<file path="config.mk">
export PLATFORM = sky130hd
export DESIGN_NAME = jaxis_frame_ctrl
export DESIGN_NICKNAME = d
export VERILOG_FILES = /design/src/rtl/jaxis_ctrl_pkg.sv /design/src/rtl/jaxis_frame_ctrl.sv
export SDC_FILE = /design/constraint.sdc
export NUM_CORES = 1
export LEC_CHECK = 0
export ABC_CLOCK_PERIOD_IN_PS = 2850
export CORE_MARGIN = 5
export CORE_UTILIZATION = 42
export CTS_CLUSTER_SIZE = 12
export DETAILED_ROUTE_END_ITERATION = 10
export PLACE_DENSITY = 0.81
export SLEW_MARGIN = 20
export SYNTH_ARGS = -nofsm -noshare
export SYNTH_HDL_FRONTEND = slang
export SYNTH_SLANG_ARGS = --single-unit
</file>
<file path="constraint.sdc">
create_clock -name clk -period 2.85 [get_ports clk]
set_input_delay 0.57 -clock clk [delete_from_list [all_inputs] [get_ports clk]]
set_output_delay 0.57 -clock clk [all_outputs]
set_load 0.02 [all_outputs]
</file>
<file path="src/rtl/jaxis_ctrl_pkg.sv">
// Shared types and constants for the JPEG-encoder AXI-Stream frame sequencer.
package jaxis_ctrl_pkg;

   typedef enum logic [1:0] {
      StIdle     = 2'd0,
      StWaitSof  = 2'd1,
      StCapture  = 2'd2,
      StWaitDone = 2'd3
   } state_e;

   // Bit positions of the sticky error flags within a future status register.
   localparam int unsigned ErrLineLenBit   = 0;
   localparam int unsigned ErrEarlySofBit  = 1;
   localparam int unsigned ErrUnexpDoneBit = 2;
   localparam int unsigned NumErrBits      = 3;

endpackage

</file>
<file path="src/rtl/jaxis_frame_ctrl.sv">
// Frame gate between the camera AXI-Stream source and the JPEG encoder video slave:
// admits whole frames, latches geometry at frame boundaries and checks it.
module jaxis_frame_ctrl
   import jaxis_ctrl_pkg::*;
#(
   parameter int unsigned SENSOR_X_SIZE = 720,
   parameter int unsigned SENSOR_Y_SIZE = 720,
   parameter int unsigned FCW           = 16,
   localparam int unsigned XW           = $clog2(SENSOR_X_SIZE),
   localparam int unsigned YW           = $clog2(SENSOR_Y_SIZE)
) (
   input  logic          clk,
   input  logic          resetn,
   input  logic [23:0]   s_axis_video_tdata,
   input  logic          s_axis_video_tvalid,
   output logic          s_axis_video_tready,
   input  logic          s_axis_video_tuser,
   input  logic          s_axis_video_tlast,
   output logic [23:0]   m_axis_video_tdata,
   output logic          m_axis_video_tvalid,
   input  logic          m_axis_video_tready,
   output logic          m_axis_video_tuser,
   output logic          m_axis_video_tlast,
   input  logic          start,
   input  logic          stop,
   input  logic          continuous,
   input  logic [XW-1:0] x_size_m1,
   input  logic [YW-1:0] y_size_m1,
   output logic [XW-1:0] x_size_m1_q,
   output logic [YW-1:0] y_size_m1_q,
   input  logic          enc_done,
   output logic          busy,
   output logic          frame_abort,
   output logic [FCW-1:0] frame_count,
   output logic          err_line_len,
   output logic          err_early_sof,
   output logic          err_unexp_done,
   input  logic          err_clr
);

   state_e         state_q, state_d;
   logic [XW-1:0]  x_cnt_q, x_cnt_d, eff_x;
   logic [YW-1:0]  y_cnt_q, y_cnt_d, eff_y;
   logic           stop_req_q, stop_req_d;
   logic [FCW-1:0] frame_count_d;
   logic           pass, hs, latch, advance, restart;
   logic           line_evt, sof_evt, done_evt;

   always_comb begin
      pass = (state_q == StCapture) || ((state_q == StWaitSof) && s_axis_video_tuser);
      m_axis_video_tdata  = s_axis_video_tdata;
      m_axis_video_tuser  = s_axis_video_tuser;
      m_axis_video_tlast  = s_axis_video_tlast;
      m_axis_video_tvalid = s_axis_video_tvalid & pass;
      s_axis_video_tready = pass ? m_axis_video_tready : 1'b1;
      hs   = s_axis_video_tvalid & s_axis_video_tready;
      busy = (state_q != StIdle);
   end

   always_comb begin
      state_d       = state_q;
      x_cnt_d       = x_cnt_q;
      y_cnt_d       = y_cnt_q;
      stop_req_d    = stop_req_q;
      frame_count_d = frame_count;
      latch         = 1'b0;
      advance       = 1'b0;
      restart       = 1'b0;
      line_evt      = 1'b0;
      sof_evt       = 1'b0;
      done_evt      = enc_done && (state_q != StWaitDone);

      unique case (state_q)
         StIdle: begin
            if (start && !stop) begin
               state_d = StWaitSof;
               latch   = 1'b1;
            end
         end
         StWaitSof: begin
            if (stop) begin
               state_d    = StIdle;
               stop_req_d = 1'b0;
            end else if (hs && s_axis_video_tuser) begin
               state_d = StCapture;
               advance = 1'b1;
               restart = 1'b1;
            end
         end
         StCapture: begin
            if (stop) stop_req_d = 1'b1;
            if (hs) begin
               advance = 1'b1;
               // An SOF with the counters already moving means the source restarted the frame.
               if (s_axis_video_tuser && ((x_cnt_q != '0) || (y_cnt_q != '0))) begin
                  restart = 1'b1;
                  sof_evt = 1'b1;
               end
            end
         end
         StWaitDone: begin
            if (stop) stop_req_d = 1'b1;
            if (enc_done) begin
               frame_count_d = frame_count + 1'b1;
               if (continuous && !stop_req_q && !stop) begin
                  state_d = StWaitSof;
                  latch   = 1'b1;
               end else begin
                  state_d    = StIdle;
                  stop_req_d = 1'b0;
               end
            end
         end
         default: state_d = StIdle;
      endcase

      eff_x = restart ? '0 : x_cnt_q;
      eff_y = restart ? '0 : y_cnt_q;
      if (advance) begin
         if (s_axis_video_tlast) begin
            line_evt = (eff_x != x_size_m1_q);
            x_cnt_d  = '0;
            if (eff_y == y_size_m1_q) state_d = StWaitDone;
            else                      y_cnt_d = eff_y + 1'b1;
         end else begin
            x_cnt_d = (eff_x == '1) ? eff_x : eff_x + 1'b1;
            y_cnt_d = eff_y;
         end
      end
   end

   always_ff @(posedge clk or negedge resetn) begin
      if (!resetn) begin
         state_q        <= StIdle;
         x_cnt_q        <= '0;
         y_cnt_q        <= '0;
         x_size_m1_q    <= '0;
         y_size_m1_q    <= '0;
         stop_req_q     <= 1'b0;
         frame_abort    <= 1'b0;
         frame_count    <= '0;
         err_line_len   <= 1'b0;
         err_early_sof  <= 1'b0;
         err_unexp_done <= 1'b0;
      end else begin
         state_q     <= state_d;
         x_cnt_q     <= x_cnt_d;
         y_cnt_q     <= y_cnt_d;
         stop_req_q  <= stop_req_d;
         frame_abort <= sof_evt;
         frame_count <= frame_count_d;
         if (latch) begin
            x_size_m1_q <= x_size_m1;
            y_size_m1_q <= y_size_m1;
         end
         // A new error event in the same cycle as err_clr keeps the flag set.
         err_line_len   <= (err_line_len   & ~err_clr) | line_evt;
         err_early_sof  <= (err_early_sof  & ~err_clr) | sof_evt;
         err_unexp_done <= (err_unexp_done & ~err_clr) | done_evt;
      end
   end

endmodule
</file>
==> results of run 1 <==
==> Yosys cell counts, drive strengths merged, types with 11 or more instances <==
library cell and n:
dfrtp 63, nand2 40, o21ai 35, buf 33, nor2 31, inv 20
mux2 17, and3 15, a21oi 14, xnor2 13, nand3 11, nor2b 11
==> routing by layer <==
metal  routed length (um)  vias up  share of wire
met3                  822       41          0.080
met2                 4832      189           0.47
met1                 4255     1677           0.42
li1                     -     1612              -
met4                  333        0          0.033
met5                    0        -              0
==> power breakdown <==
part | total [uW] | leakage (uW) | internal, uW | switching (uW)
sequential | 1310 | 0.000823 | 1080 | 226
clock | 796 | 0.0000981 | 422 | 374
combinational | 1380 | 0.00126 | 697 | 684
total | 3480 | 0.00219 | 2200 | 1280
==> worst max path at each step <==
| stage | start | endpoint | slack [ps] | depth (start not counted) |
|---|---|---|---|---|
| after floorplan | state_q[1] | x_cnt_q[4] | 2 | 14 |
| after global placement | m_axis_video_tready | x_cnt_q[4] | -190 | 11 |
| after detailed placement | m_axis_video_tready | x_cnt_q[4] | -300 | 11 |
| after CTS | state_q[0] | s_axis_video_tready | 70 | 6 |
| after global routing | state_q[0] | y_cnt_q[8] | -70 | 13 |
| final | state_q[0] | s_axis_video_tready | 70 | 6 |
==> layout make-up <==
class	count	area (um^2)
clock buffers	10	137.6
well taps	108	135.1
repair buffers	117	1086
flip-flops and latches	63	1577
fillers	751	3792
clock inverters	6	60.06
inverters	20	75.07
multi-input cells	290	1901
==> per-stage QoR <==
step / worst slack [ps] / setup TNS [ps]
6_report: 71.07 / 0
3_3_place_gp: -191.0 / -2319
5_1_grt: -72.78 / -151.2
4_1_cts: 68.00 / 0
3_5_place_dp: -303.6 / -3507
2_1_floorplan: 2.237 / 0
==> worst max-delay path: cells and delay by family (launching register included) <==
kind            cells  cell delay (ps)
buf+inv             3              850
flops               1              400
fa+ha+maj           1              230
compound gates      1              220
simple gates        1              160
==> sequential cells by signal, indices dropped and copies added (netlist names) <==
register / flops
stop_req_q: 1
err_line_len: 1
x_size_m1_q: 10
x_cnt_q: 10
y_size_m1_q: 10
err_early_sof: 1
frame_count: 16
state_q: 2
frame_abort: 1
err_unexp_done: 1
y_cnt_q: 10
==> cell families (layout without fill, tap and decap cells) <==
logic type	Yosys count	after routing	share of synthesized area
simple gates	154	154	0.2087
compound gates	90	90	0.1595
flops	63	63	0.4161
buf+inv	58	153	0.08851
mux	19	19	0.05581
xor+xnor	18	18	0.04161
fa+ha+maj	9	9	0.02972
==> repair_timing <==
item | 4_1_cts | 5_1_grt
endpoints found under the hold margin | 0 | 0
endpoints found under the setup margin | 0 | 10
buffers inserted | 0 | 3
gates resized for setup | 0 | 2
==> impl_metrics.env, run 1 <==
export IMPL_ant_nets=0
export IMPL_maxCapViolCount=0
export IMPL_final_cells=614
export IMPL_hpwl_um=7592
export IMPL_slew_headroom=0.4679
export IMPL_grt_met1_usage=0.2330
export IMPL_wl_um=10240
export IMPL_skew_ps=9.125
export IMPL_grt_max_degree=64
export IMPL_worst_hold_slack_ps=356.4
export IMPL_final_nets=565
export IMPL_syn_inst=411
export IMPL_hold_violations=0
export IMPL_vias=3519
export IMPL_synth_area_per_cell_um2=9.218
export IMPL_drv_slew=0
export IMPL_crit_slowest_cell="clkdlybuf4s50_1"
export IMPL_boundaryPins=124
export IMPL_setup_viol_count_final=0
export IMPL_path_cells="inv_1, ha_1, buf_4, a21oi_1, or2_2, clkdlybuf4s50_1"
export IMPL_grt_usage=0.1901
export IMPL_cts_buffers=9
export IMPL_grt_pass1_vias=3619
export IMPL_worstSetupPathType="reg2out"
export IMPL_die_h_um=105.0
export IMPL_path_clk_slew_ps=70
export IMPL_seq_area_frac_synth=0.4161
export IMPL_regToRegSetupSlack_ps=130
export IMPL_drive_gt1_frac=0.1719
export IMPL_cpPeakStageDelay_ps=590
export IMPL_async_reset_ff_frac=1.000
export IMPL_finalCritPeriodShare=0.9751
export IMPL_antenna_found_initial=0
export IMPL_cts_tree="yes"
export IMPL_yosysTopAreaCell="dfrtp_1"
export IMPL_start_kind="flop"
export IMPL_initial_core_util=0.4323
export IMPL_design_core_area_um2=8763
export IMPL_num_antenna_cells=0
export IMPL_r2r_start="state_q[0]"
export IMPL_place_congestion=0.9480
export IMPL_cts_sinks=63
export IMPL_fmax_ghz=0.3599
export IMPL_required_ps=2280
export IMPL_via_per_inst=5.731
export IMPL_syn_num_nets=475
export IMPL_holdBufCountCts=0
export IMPL_yosysTopAreaCellShare=0.4161
export IMPL_use_met2=0.3080
export IMPL_syn_cell_area_um2=3789
export IMPL_grtUsageMet3=0.05302
export IMPL_status="finished, final reports clean"
export IMPL_synth_edf_count=0
export IMPL_port_buffers=75
export IMPL_syn_to_final_growth_pct=31.21
export IMPL_worst_slew_pin_slew_ps=798.1
export IMPL_cp_end_kind="output pin"
export IMPL_routedWlPerCell_um=16.68
export IMPL_final_area_um2=4971
export IMPL_powerDensity_nw_per_um2=700.6
export IMPL_die_area_um2=11020
export IMPL_ys_warn_count=0
export IMPL_r2r_worst_path_cells=13
export IMPL_dr_pass1_iters=5
export IMPL_power_leakage_uw=0.002186
export IMPL_path_max_fanout=4
export IMPL_route_detailed_drc=0
export IMPL_grt_pass1_wl_um=17260
export IMPL_overflow=0
export IMPL_dieWidth_um=105.0
export IMPL_synth_cell_type_count=55
export IMPL_synthTopCellsByArea="dfrtp_1 42%, buf_4 5.2%, mux2_2 5.1%"
export IMPL_rsz0062_at_grt="yes"
export IMPL_synth_seq_cells=63
export IMPL_clock_path_buffers=2
export IMPL_final_util=0.5672
export IMPL_hold_class="in2async"
export IMPL_ir_drop_mv=0.5345
export IMPL_final_common_cell="clkdlybuf4s50_1"
export IMPL_place_area_um2=4740
export IMPL_synth_ff_type="dfrtp_1"
export IMPL_period_minus_slack_ps=2779
export IMPL_r2r_end="y_cnt_q[8]"
export IMPL_final_cell_mix="74 x clkdlybuf4s50_1, 63 x dfrtp_1, 40 x nand2_1, 40 x buf_4, 31 x nor2_1"
export IMPL_root_buffer="clkbuf_8"
export IMPL_crit_arrival_ps=2210
export IMPL_p_total_uw=3483
export IMPL_dp_cells=595
export IMPL_cts_htree_levels=3
export IMPL_gr_max_usage_layer="met2"
export IMPL_drtIter0Drc=303
export IMPL_clock_insertion_delay_worst_skew_ps=360
export IMPL_row_count=34
Power figures use the tool's default switching activity.
==> inputs of run 2 (changes only) <==
--- a/config.mk
+++ b/config.mk
@@ -11,6 +11,7 @@
 export CTS_CLUSTER_SIZE = 12
 export DETAILED_ROUTE_END_ITERATION = 10
 export PLACE_DENSITY = 0.81
+export SETUP_SLACK_MARGIN = 0.4
 export SLEW_MARGIN = 20
 export SYNTH_ARGS = -nofsm -noshare
 export SYNTH_HDL_FRONTEND = slang
==> run 2 against run 1 <==
Clock power grew 24%; sequential share of layout area decreased by 2.5 points; utilization increased by 5.1 points; die area unchanged; critical endpoint is now y_cnt_q[8]; final cell count grew 2.9%; worst hold slack got worse by 65 ps; clock-buffer cell count fell by 1; critical path type is now reg2reg; setup slack improved by 170 ps.
==> impl_metrics.env, run 2 (synthesized netlist as in run 1, its figures left out) <==
export IMPL_required_ps=3100
export IMPL_p_total_uw=3851
export IMPL_cts_htree_levels=3
export IMPL_dr_pass1_iters=5
export IMPL_cp_end_kind="flop"
export IMPL_largest_register="frame_count"
export IMPL_rsz0062_at_grt="yes"
export IMPL_place_congestion=0.9251
export IMPL_clock_path_buffers=2
export IMPL_initial_core_util=0.4323
export IMPL_period_minus_slack_ps=2607
export IMPL_r2r_start="state_q[1]"
export IMPL_grt_pass1_vias=3519
export IMPL_drv_slew=0
export IMPL_hold_violations=0
export IMPL_final_nets=583
export IMPL_powerDensity_nw_per_um2=711.4
export IMPL_grt_max_degree=33
export IMPL_r2r_worst_path_cells=14
export IMPL_overflow=0
export IMPL_syn_to_final_growth_pct=42.90
export IMPL_holdBufCountCts=0
export IMPL_row_count=34
export IMPL_power_switching_uw=1400
export IMPL_cts_tree="yes"
export IMPL_cts_buffers=9
export IMPL_regToRegSetupSlack_ps=240
export IMPL_final_cell_mix="67 x clkdlybuf4s50_1, 60 x dfrtp_1, 50 x buf_4, 36 x nand2_1, 29 x nor2_1"
export IMPL_final_common_cell="clkdlybuf4s50_1"
export IMPL_maxCapViolCount=0
export IMPL_grt_usage=0.1904
export IMPL_drtIter0Drc=278
export IMPL_slew_headroom=0.4978
export IMPL_fmax_ghz=0.3836
export IMPL_crit_arrival_ps=2850
export IMPL_path_clk_slew_ps=80
export IMPL_worst_slew_pin_slew_ps=753.3
export IMPL_num_antenna_cells=0
export IMPL_power_frac_comb=0.397
export IMPL_largest_register_ffs=16
export IMPL_hold_class="in2async"
export IMPL_wl_um=11120
export IMPL_path_max_fanout=5
export IMPL_seq_power_share=0.346
export IMPL_place_area_um2=4780
export IMPL_start_kind="flop"
export IMPL_root_buffer="clkbuf_8"
export IMPL_grt_pass1_wl_um=17300
export IMPL_antenna_found_initial=0
export IMPL_boundaryPins=124
export IMPL_p_sw_frac=0.3635
export IMPL_route_detailed_drc=0
export IMPL_routedWlPerCell_um=17.59
export IMPL_power_leakage_uw=0.002340
export IMPL_drive_gt1_frac=0.2844
export IMPL_final_area_um2=5414
export IMPL_via_per_inst=5.718
export IMPL_finalCritPeriodShare=0.9146
export IMPL_p_int_uw=2451
export IMPL_die_area_um2=11020
export IMPL_vias=3614
export IMPL_skew_ps=13.11
export IMPL_die_h_um=105.0
export IMPL_port_buffers=75
export IMPL_clock_power_share=0.257
export IMPL_clock_insertion_delay_worst_skew_ps=350
export IMPL_setup_viol_count_final=0
export IMPL_r2r_end="y_cnt_q[8]"
export IMPL_cts_sinks=63
export IMPL_ir_drop_mv=0.5489
export IMPL_worstSetupPathType="reg2reg"
export IMPL_status="finished, final reports clean"
export IMPL_ant_nets=0
export IMPL_hpwl_um=7642
export IMPL_dieWidth_um=105.0
export IMPL_design_core_area_um2=8763
-- run 2: cell types whose count changed in the layout (fill, tap and decap cells not counted), moves of 6 or more --
| cell | previous run | this run |
|---|---|---|
| buf_6 | 0 | 8 |
| clkdlybuf4s50_1 | 74 | 67 |
| dlygate4sd2_1 | 0 | 6 |
| o21ai_0 | 25 | 19 |
| buf_4 | 40 | 50 |
-- run 2: layout make-up --
class | count | area [um^2]
Multi-Input combinational cell | 290 | 2136
Clock buffer | 9 | 123.9
Clock inverter | 7 | 125.1
Tap cell | 108 | 135.1
Timing Repair Buffer | 135 | 1239
Inverter | 20 | 75.07
Sequential cell | 63 | 1580
Fill cell | 705 | 3349
-- run 2: timing repair --
action,4_1_cts,5_1_grt
gates resized for setup,26,34
setup buffers,13,9
endpoints found under the setup margin,24,21
pin swaps,10,24
gates cloned,0,0
-- run 2: power groups by stage --
stage	Combinational, uW	Clock [uW]	Sequential (uW)
3_3_place_gp	1330	0	1330
4_1_cts	1450	993	1320
5_1_grt	1640	1040	1360
2_1_floorplan	631	0	1460
3_5_place_dp	1370	0	1340
6_report	1530	989	1330
-- run 2: worst max-delay path, stage by stage (launching register included) --
cell	delay, ps
dfrtp_1	400
inv_2	110
ha_4	140
nor2b_4	140
o211ai_1	140
buf_4	200
a31oi_4	210
nor2_1	80
ha_2	180
and2_4	150
and3_4	180
and3_4	180
a31oi_1	210
o21ai_1	100
o31ai_1	90
-- run 2: metrics by stage --
stage                     setup WS (ps)  setup TNS (ps)  hold slack (ps)  cells    util
final                             243.3               0            291.5    632  0.6178
after global routing              137.4               0            353.7    632  0.6178
after CTS                         338.6               0            312.9    623  0.5954
after detailed placement         -231.1           -2917            472.2    594  0.5454
after global placement           -206.6           -2194            461.8    594  0.5454
after floorplan                   232.6               0            274.4    411       -
-- run 2: metal layers --
layer	routed length (um)	track usage	part of all wire	up-vias
li1	-	-	-	1651
met1	4638	0.2517	0.42	1702
met3	1044	0.05549	0.094	44
met4	316	0.06575	0.028	0
met2	5120	0.2986	0.46	217
met5	0	0	0	-
-- run 2: worst max path at each step --
stage / startpoint / end / slack, ps
2_1_floorplan: state_q[1] / x_cnt_q[4] / 230
3_3_place_gp: stop / x_cnt_q[0] / -210
3_5_place_dp: stop / x_cnt_q[0] / -230
4_1_cts: y_cnt_q[9] / x_cnt_q[0] / 340
5_1_grt: state_q[1] / y_cnt_q[8] / 140
6_report: state_q[1] / y_cnt_q[8] / 240
==> inputs of run 3 (changes only) <==
--- a/config.mk
+++ b/config.mk
@@ -6,7 +6,6 @@
 export NUM_CORES = 1
 export LEC_CHECK = 0
 export ABC_CLOCK_PERIOD_IN_PS = 2850
-export CORE_MARGIN = 5
 export CORE_UTILIZATION = 42
 export CTS_CLUSTER_SIZE = 12
 export DETAILED_ROUTE_END_ITERATION = 10
==> run 3 against run 2 <==
Final cell count down 1.4%; sequential cell count unchanged; critical path depth unchanged; clock-buffer cell count up 3; non-clock buffer count down 8; via count down 1.7%; die area down 15%; routed wire length down 7.2%; sequential power about the same; worst hold slack worse by 58 ps.
==> impl_metrics.env, run 3 (synthesized netlist as in run 1, its figures left out) <==
export IMPL_status="finished, final reports clean"
export IMPL_fin_ws_ps=226.1
export IMPL_power_leakage_uw=0.002258
export IMPL_die_area_um2=9404
export IMPL_cts_buffers=9
export IMPL_regToRegSetupSlack_ps=230
export IMPL_die_h_um=96.98
export IMPL_syn_to_final_growth_pct=36.89
export IMPL_fmax_ghz=0.3811
export IMPL_grt_usage=0.2257
export IMPL_start_kind="flop"
export IMPL_p_int_uw=2262
export IMPL_root_buffer="clkbuf_8"
export IMPL_crit_slowest_cell="dfrtp_2"
export IMPL_final_common_cell="clkdlybuf4s50_1"
export IMPL_path_cells="ha_4, nor2b_4, o211ai_1, buf_4, a31oi_4, buf_6, nor2_4, ha_4, and2_4, and3_4, and3_4, a31oi_1, o21ai_1, o31ai_1"
export IMPL_antenna_found_initial=0
export IMPL_powerDensity_nw_per_um2=686.6
export IMPL_hold_violations=0
export IMPL_seq_power_share=0.372
export IMPL_row_count=34
export IMPL_vias=3553
export IMPL_holdBufCountCts=0
export IMPL_final_nets=575
export IMPL_required_ps=3070
export IMPL_drv_slew=0
export IMPL_place_congestion=0.9751
export IMPL_setup_viol_count_final=0
export IMPL_cts_htree_levels=3
export IMPL_port_buffers=75
export IMPL_wl_um=10310
export IMPL_cts_sinks=63
export IMPL_overflow=0
export IMPL_p_sw_frac=0.3647
export IMPL_slew_headroom=0.5918
export IMPL_drive_gt1_frac=0.2427
export IMPL_maxCapViolCount=0
export IMPL_initial_core_util=0.4344
export IMPL_num_antenna_cells=0
export IMPL_route_detailed_drc=0
export IMPL_clock_path_buffers=2
export IMPL_final_cell_mix="66 x clkdlybuf4s50_1, 60 x dfrtp_1, 49 x buf_4, 39 x nand2_1, 29 x nor2_1"
export IMPL_dieWidth_um=96.98
export IMPL_clock_power_share=0.224
export IMPL_cts_tree="yes"
export IMPL_final_setup_tns_ps=0
export IMPL_ant_nets=0
export IMPL_largest_register_ffs=16
export IMPL_clock_insertion_delay_worst_skew_ps=340
export IMPL_dpl_worst_slack_ps=-227.8
export IMPL_crit_arrival_ps=2840
export IMPL_design_core_area_um2=8721
export IMPL_hold_class="in2async"
export IMPL_largest_register="frame_count"
export IMPL_cpPeakStageDelay_ps=460
export IMPL_worst_hold_slack_ps=233.8
export IMPL_grt_max_degree=40
export IMPL_power_frac_comb=0.403
export IMPL_routedWlPerCell_um=16.56
export IMPL_skew_ps=10.39
export IMPL_worstSetupPathType="reg2reg"
export IMPL_boundaryPins=124
export IMPL_drtIter0Drc=221
export IMPL_finalCritPeriodShare=0.9207
export IMPL_ir_drop_mv=0.4721
export IMPL_cp_end_kind="flop"
export IMPL_path_clk_slew_ps=70
export IMPL_grt_pass1_vias=3487
export IMPL_rsz0062_at_grt="yes"
export IMPL_dr_pass1_iters=5
export IMPL_grt_pass1_wl_um=17110
export IMPL_via_per_inst=5.703
export IMPL_path_max_fanout=4
export IMPL_power_switching_uw=1299
export IMPL_p_total_uw=3561
export IMPL_hpwl_um=7331
export IMPL_period_minus_slack_ps=2624
export IMPL_final_util=0.5947
export IMPL_worst_slew_pin_slew_ps=612.3
run 3: cell type report:
| class | instances | area (um^2) |
|---|---|---|
| Multi-Input combinational cell | 290 | 2041 |
| Timing Repair Buffer | 127 | 1155 |
| Fill cell | 724 | 3535 |
| Sequential cell | 63 | 1580 |
| Tap cell | 108 | 135.1 |
| Clock buffer | 12 | 155.1 |
| Inverter | 20 | 77.57 |
| Clock inverter | 3 | 42.54 |
run 3: timing repair:
action / CTS / global route
resized for setup: 29 / 10
pin swaps: 21 / 8
setup buffers: 12 / 6
setup endpoints to repair: 25 / 24
run 3: critical path: cells and delay by family, from the launching register on:
kind | cells | cell delay (ps)
and+or+nand+nor | 5 | 750
DFF | 1 | 460
AOI/OAI and AO/OA | 5 | 630
adders and majority gates | 2 | 320
buffers and inverters | 2 | 340
run 3: per-layer routing:
| layer | GRT usage | up-vias | wire [um] |
|---|---|---|---|
| met5 | 0 | - | 0 |
| met4 | 0.09300 | 0 | 255 |
| met3 | 0.04408 | 25 | 637 |
| met2 | 0.3592 | 149 | 4956 |
| met1 | 0.3008 | 1738 | 4465 |
| li1 | - | 1641 | - |
run 3: power groups by stage:
stage          registers [uW]  clock network (uW)  logic [uW]
6_report                 1330                 799        1440
5_1_grt                  1360                 862        1540
4_1_cts                  1320                 816        1420
3_5_place_dp             1330                   0        1370
3_3_place_gp             1320                   0        1330
2_1_floorplan            1460                   0         631
run 3: path summary, 6_finish.rpt:
path / cells past startpoint / to / startpoint
worst min-delay path: 1 / frame_count[0] / resetn
worst min register to register: 1 / err_early_sof / err_early_sof
min in group clk: 1 / err_early_sof / err_early_sof
worst max-delay path: 14 / y_cnt_q[8] / state_q[0]
worst max register to register: 14 / y_cnt_q[8] / state_q[0]
max in group asynchronous: 2 / x_cnt_q[4] / resetn
run 3: through the flow:
step | instance area (um^2) | std cells
global placement | 4762 | 590
global route | 5186 | 623
finish | 5186 | 623
CTS | 5111 | 617
detailed placement | 4762 | 590
floorplan | 3881 | 411
==> RTL change 1: new RTL, settings of run 2 <==
Encoding of `state_e`: now Gray code (2 bits for 4 states).
--- a/src/rtl/jaxis_ctrl_pkg.sv
+++ b/src/rtl/jaxis_ctrl_pkg.sv
@@ -2,10 +2,10 @@
 package jaxis_ctrl_pkg;
 
    typedef enum logic [1:0] {
-      StIdle     = 2'd0,
-      StWaitSof  = 2'd1,
-      StCapture  = 2'd2,
-      StWaitDone = 2'd3
+      StIdle     = 2'b00,
+      StWaitSof  = 2'b01,
+      StCapture  = 2'b11,
+      StWaitDone = 2'b10
    } state_e;
 
    // Bit positions of the sticky error flags within a future status register.
Check against the original RTL: same outputs for any inputs over 4 cycles, from zero or initial values and one cycle with resetn low; so few cycles prove little.
==> RTL change 1 against run 2 <==
  * Hold slack worse by 0.12 ns
  * Largest power group is now sequential cells
  * Critical path depth is 2 lower
  * Wire length shrank 6.3%
  * Maximum frequency decreased by 1.5%
  * Cell count shrank 6.8%
  * Power is 17% lower
  * Setup slack lost 0.041 ns
  * Count of clock-buffer cells in the layout grew 1
  * Design area down 3.6%
  * Clock power is 2.2% lower
  * Synthesized area is 3.6% lower
  * Non-clock buffer count decreased by 7
  * Synthesized cell count fell by 8.5%
  * Sequential cell count stayed put
==> RTL change 1: results (changes against run 2) <==
[setup_path]
critPathMaxFanout = 7  ; +2
critPathLaunch = y_cnt_q[1]
reg2reg_slack_ns = 0.20  ; -0.04 ns
slowest_delay_ns = 0.47  ; +0.07 ns
r2r.worst_path.cells = 12  ; -2
path_delay_family = simple AND/OR/NAND/NOR gates
r2r_start = y_cnt_q[1]
arrival_ns = 2.89  ; +0.04 ns

[route]
first_pass_iters = 4  ; -1
wl_met1_um = 4030  ; -13%
drt-initial-drc-count = 104  ; -63%
via_per_inst = 5.67  ; -0.89%

[timing]
maxSlewHeadroom_pct = 54.4  ; +4.6 points
finClkSkew_ns = 0.0102  ; -0.00289 ns

[grt]
met2_usage_pct = 33.8  ; +3.9 points
grt_util_met3_pct = 4.76  ; -0.79 points
use_met1_pct = 21.7  ; -3.4 points
grt_pass1_wl_um = 15900  ; -8.1%
grt_pass1_vias = 3312  ; -5.9%

[synth]
ys_top_cells_by_area = dfrtp_1, mux2_2, buf_4
syn_nets = 434  ; -8.6%
synth.distinct_cells = 63  ; +15%
syn-instance-count = 376  ; -8.5%
yosysSeqAreaShare_pct = 43.2  ; +1.6 points

[final_layout]
fillers = 694  ; -1.6%
drive_above_1_share_pct = 30.8  ; +2.3 points

[outcome]
status = finished clean

==> RTL change 1: logic make-up after synthesis <==
kind of cell / count (synthesis) / synth area share (%)
and+or+nand+nor: 135 / 20.6
DFF: 63 / 43.2
buffers and inverters: 50 / 8.64
AOI/OAI and AO/OA: 82 / 15.0
muxes: 20 / 6.10
adders and majority gates: 3 / 1.03
xor gates and xnor gates: 23 / 5.52
==> RTL change 1: where the power goes <==
group | switching, W | total [W] | internal (W) | leakage, nW
combinational | 0.000486 | 0.00104 | 0.000550 | 1.29
sequential | 0.000186 | 0.00121 | 0.00102 | 0.820
clock | 0.000365 | 0.000967 | 0.000601 | 0.122
total | 0.00104 | 0.00321 | 0.00217 | 2.23
==> RTL change 1: layout make-up <==
| type | instances | area (um2) | area share, % |
|---|---|---|---|
| Tap cell | 108 | 135 | 2.59 |
| Clock inverter | 6 | 108 | 2.06 |
| Clock buffer | 10 | 138 | 2.64 |
| Sequential cell | 63 | 1580 | 30.3 |
| Timing Repair Buffer | 128 | 1170 | 22.4 |
| Multi-Input combinational cell | 263 | 2050 | 39.2 |
| Inverter | 11 | 41.3 | 0.791 |
==> RTL change 1: repair_timing <==
| action | 4_1_cts | 5_1_grt |
|---|---|---|
| hold buffers | 0 | 0 |
| pin swaps | 21 | 31 |
| resized for setup | 29 | 40 |
| setup endpoints to repair | 23 | 23 |
| setup buffers | 8 | 7 |
==> RTL change 1: stage by stage <==
stage | cell area [um2] | utilization, %
2_1_floorplan | 3710 | -
3_3_place_gp | 4600 | 53.5
3_5_place_dp | 4600 | 53.5
4_1_cts | 5000 | 58.2
5_1_grt | 5220 | 60.7
6_report | 5220 | 60.7
==> RTL change 2: new RTL, flow settings as in run 2 <==
Made on the original files. `SENSOR_X_SIZE`: 720 -> 360.
--- a/src/rtl/jaxis_frame_ctrl.sv
+++ b/src/rtl/jaxis_frame_ctrl.sv
@@ -3,7 +3,7 @@
 module jaxis_frame_ctrl
    import jaxis_ctrl_pkg::*;
 #(
-   parameter int unsigned SENSOR_X_SIZE = 720,
+   parameter int unsigned SENSOR_X_SIZE = 360,
    parameter int unsigned SENSOR_Y_SIZE = 720,
    parameter int unsigned FCW           = 16,
    localparam int unsigned XW           = $clog2(SENSOR_X_SIZE),
Ports: changed (resized x_size_m1 and x_size_m1_q); port bits go from 124 to 122. The function was not compared with the original's and may differ.
==> RTL change 2 against run 2 <==
  * Sequential cell count down 2
  * Power down 8.6%
  * Synthesized area down 2.2%
  * Design area fell by 5.0%
  * Non-clock buffer count fell by 14
  * Wire length decreased by 7.6%
  * Combinational power decreased by 5%
  * Hold slack got worse by 0.039 ns
  * Setup slack better by 0.11 ns
  * Largest power group unchanged
==> RTL change 2: results (changes against run 2) <==
[setup_path]
reg2reg_slack_ns = 0.36  ; +0.11 ns
slowest_delay_ns = 0.42  ; +0.02 ns
r2r.worst_path.cells = 11  ; -3
crit_slowest_cell = dfrtp_1
critPathMaxFanout = 8  ; +3
arrival_ns = 2.73  ; -0.12 ns
r2r_end = x_cnt_q[7]
r2r_start = x_cnt_q[4]

[job]
drv_cap = 0  ; unchanged

[route]
first_pass_iters = 5  ; unchanged
drt-initial-drc-count = 464  ; +67%
via_per_inst = 5.73  ; +0.14%
wl_per_cell_um = 16.9  ; -3.8%

[timing]
finClkSkew_ns = 0.00626  ; -0.00686 ns
tightest_slew_ns = 0.648  ; -0.106 ns
finalCritPeriodShare_pct = 87.5  ; -4.0 points

[power]
p_leak_nw = 2.14  ; -8.4%
ir_worst_vdd_mv = 0.589  ; +7.2%

[final_layout]
fillers = 735  ; +4.3%
n_antenna_cell = 0  ; unchanged
drive_above_1_share_pct = 26.5  ; -2.0 points
reg_top3 = frame_count: 16 flops, y_cnt_q: 10 flops, y_size_m1_q: 10 flops
final_cells = 607  ; -4.0%
fin_nets = 557  ; -4.5%

[grt]
grt_pass1_vias = 3465  ; -1.5%
antenna_found_initial = 0  ; unchanged
grt_pass1_wl_um = 17000  ; -1.7%
grt_usage_pct = 18.6  ; -0.47 points
grt_max_degree = 29  ; -12%

[place]
gp_congestion = 0.950  ; +2.6%
dp_hpwl_um = 7420  ; -2.9%
dp_cells = 582  ; -2.0%
dpl-instance-area_um2 = 4670  ; -2.4%
port_buffers = 73  ; -2.7%

[synth]
synth.distinct_cells = 60  ; +9.1%
synth_enable_flop_cells = 0  ; unchanged
yosysSeqAreaShare_pct = 41.2  ; -0.41 points
yosys_warnings = 0  ; unchanged
syn-instance-count = 398  ; -3.2%
syn_nets = 461  ; -2.9%
synth_common_cells = dfrtp_1, nand2_1, nor2_1
ys_top_cells_by_area = dfrtp_1, mux2_2, buf_4
synth-async-reset-ratio_pct = 100  ; unchanged

[outcome]
status = finished clean

[clocking]
cts_made_buffers = 9  ; unchanged
clockRootBuffer = clkbuf_8
insertion_delay_ns = 0.34
clk_path_buf_depth = 2  ; unchanged

[hold_path]
worstHoldPathType = in -> async

RTL change 2: changes by cell type after synthesis, sizes merged, moves of 4 or more:
cell and delta:
o21ai +5, o41ai +4, and3 -9, nand2 -4
RTL change 2: power breakdown:
part	internal (W)	total, W	leakage [nW]	switching [W]
clock network	0.000405	0.000753	0.0858	0.000347
logic	0.000745	0.00145	1.26	0.000701
registers	0.00105	0.00132	0.794	0.000275
total	0.00220	0.00352	2.14	0.00132
RTL change 2: kinds of logic (layout without fill, tap and decap cells):
group	count (synthesis)	in the layout	synth area share, %
XOR/XNOR	20	20	4.73
AND/OR/NAND/NOR	135	135	18.8
multiplexers	20	20	6.05
flip-flops	61	61	41.2
AO/OA/AOI/OAI	97	97	17.5
buffers and inverters	56	157	8.68
adder cells (fa/ha/maj)	9	9	3.04
RTL change 2: per-stage QoR:
step | setup WS [ns] | TNS (ns) | hold slack, ns
detailed placement | -0.220 | -2.12 | 0.460
global placement | -0.0992 | -1.06 | 0.457
CTS | 0.334 | 0 | 0.266
floorplan | 0.180 | 0 | 0.274
finish | 0.356 | 0 | 0.252
global route | 0.216 | 0 | 0.300
RTL change 2: how the worst max path moves through the flow:
stage	from	to	slack (ns)
floorplan	state_q[1]	y_cnt_q[8]	0.18
global placement	stop	err_line_len	-0.1
detailed placement	stop	err_line_len	-0.22
CTS	state_q[1]	err_line_len	0.33
global route	x_cnt_q[4]	y_cnt_q[8]	0.22
finish	x_cnt_q[4]	x_cnt_q[7]	0.36
RTL change 2: layout make-up:
| class | count | area [um2] | share of cell area (%) |
|---|---|---|---|
| Clock inverter | 5 | 61.3 | 1.19 |
| Inverter | 20 | 75.1 | 1.46 |
| Tap cell | 108 | 135 | 2.63 |
| Multi-Input combinational cell | 281 | 2100 | 40.8 |
| Timing Repair Buffer | 121 | 1110 | 21.7 |
| Clock buffer | 11 | 131 | 2.55 |
| Sequential cell | 61 | 1530 | 29.7 |
RTL change 2: repair_timing:
action                                  in CTS  in global routing
gates resized for setup                     24                 33
pin swaps                                   16                 32
endpoints found under the hold margin        0                  0
endpoints found under the setup margin      22                 38
buffers inserted                             6                  3
RTL change 2: routing by layer:
metal	track usage, %	vias to the layer above	part of all wire [%]
li1	-	1598	-
met1	25.7	1664	44
met3	5.77	26	9.7
met4	6.01	0	1.8
met5	0	-	0
met2	27.7	188	44
RTL change 2: critical path, delay by kind of cell, from the launching register on:
family          cells  cell delay [ns]
compound gates      3             0.47
fa+ha+maj           1             0.14
buf+inv             2             0.35
flops               1             0.42
simple gates        5             1.02
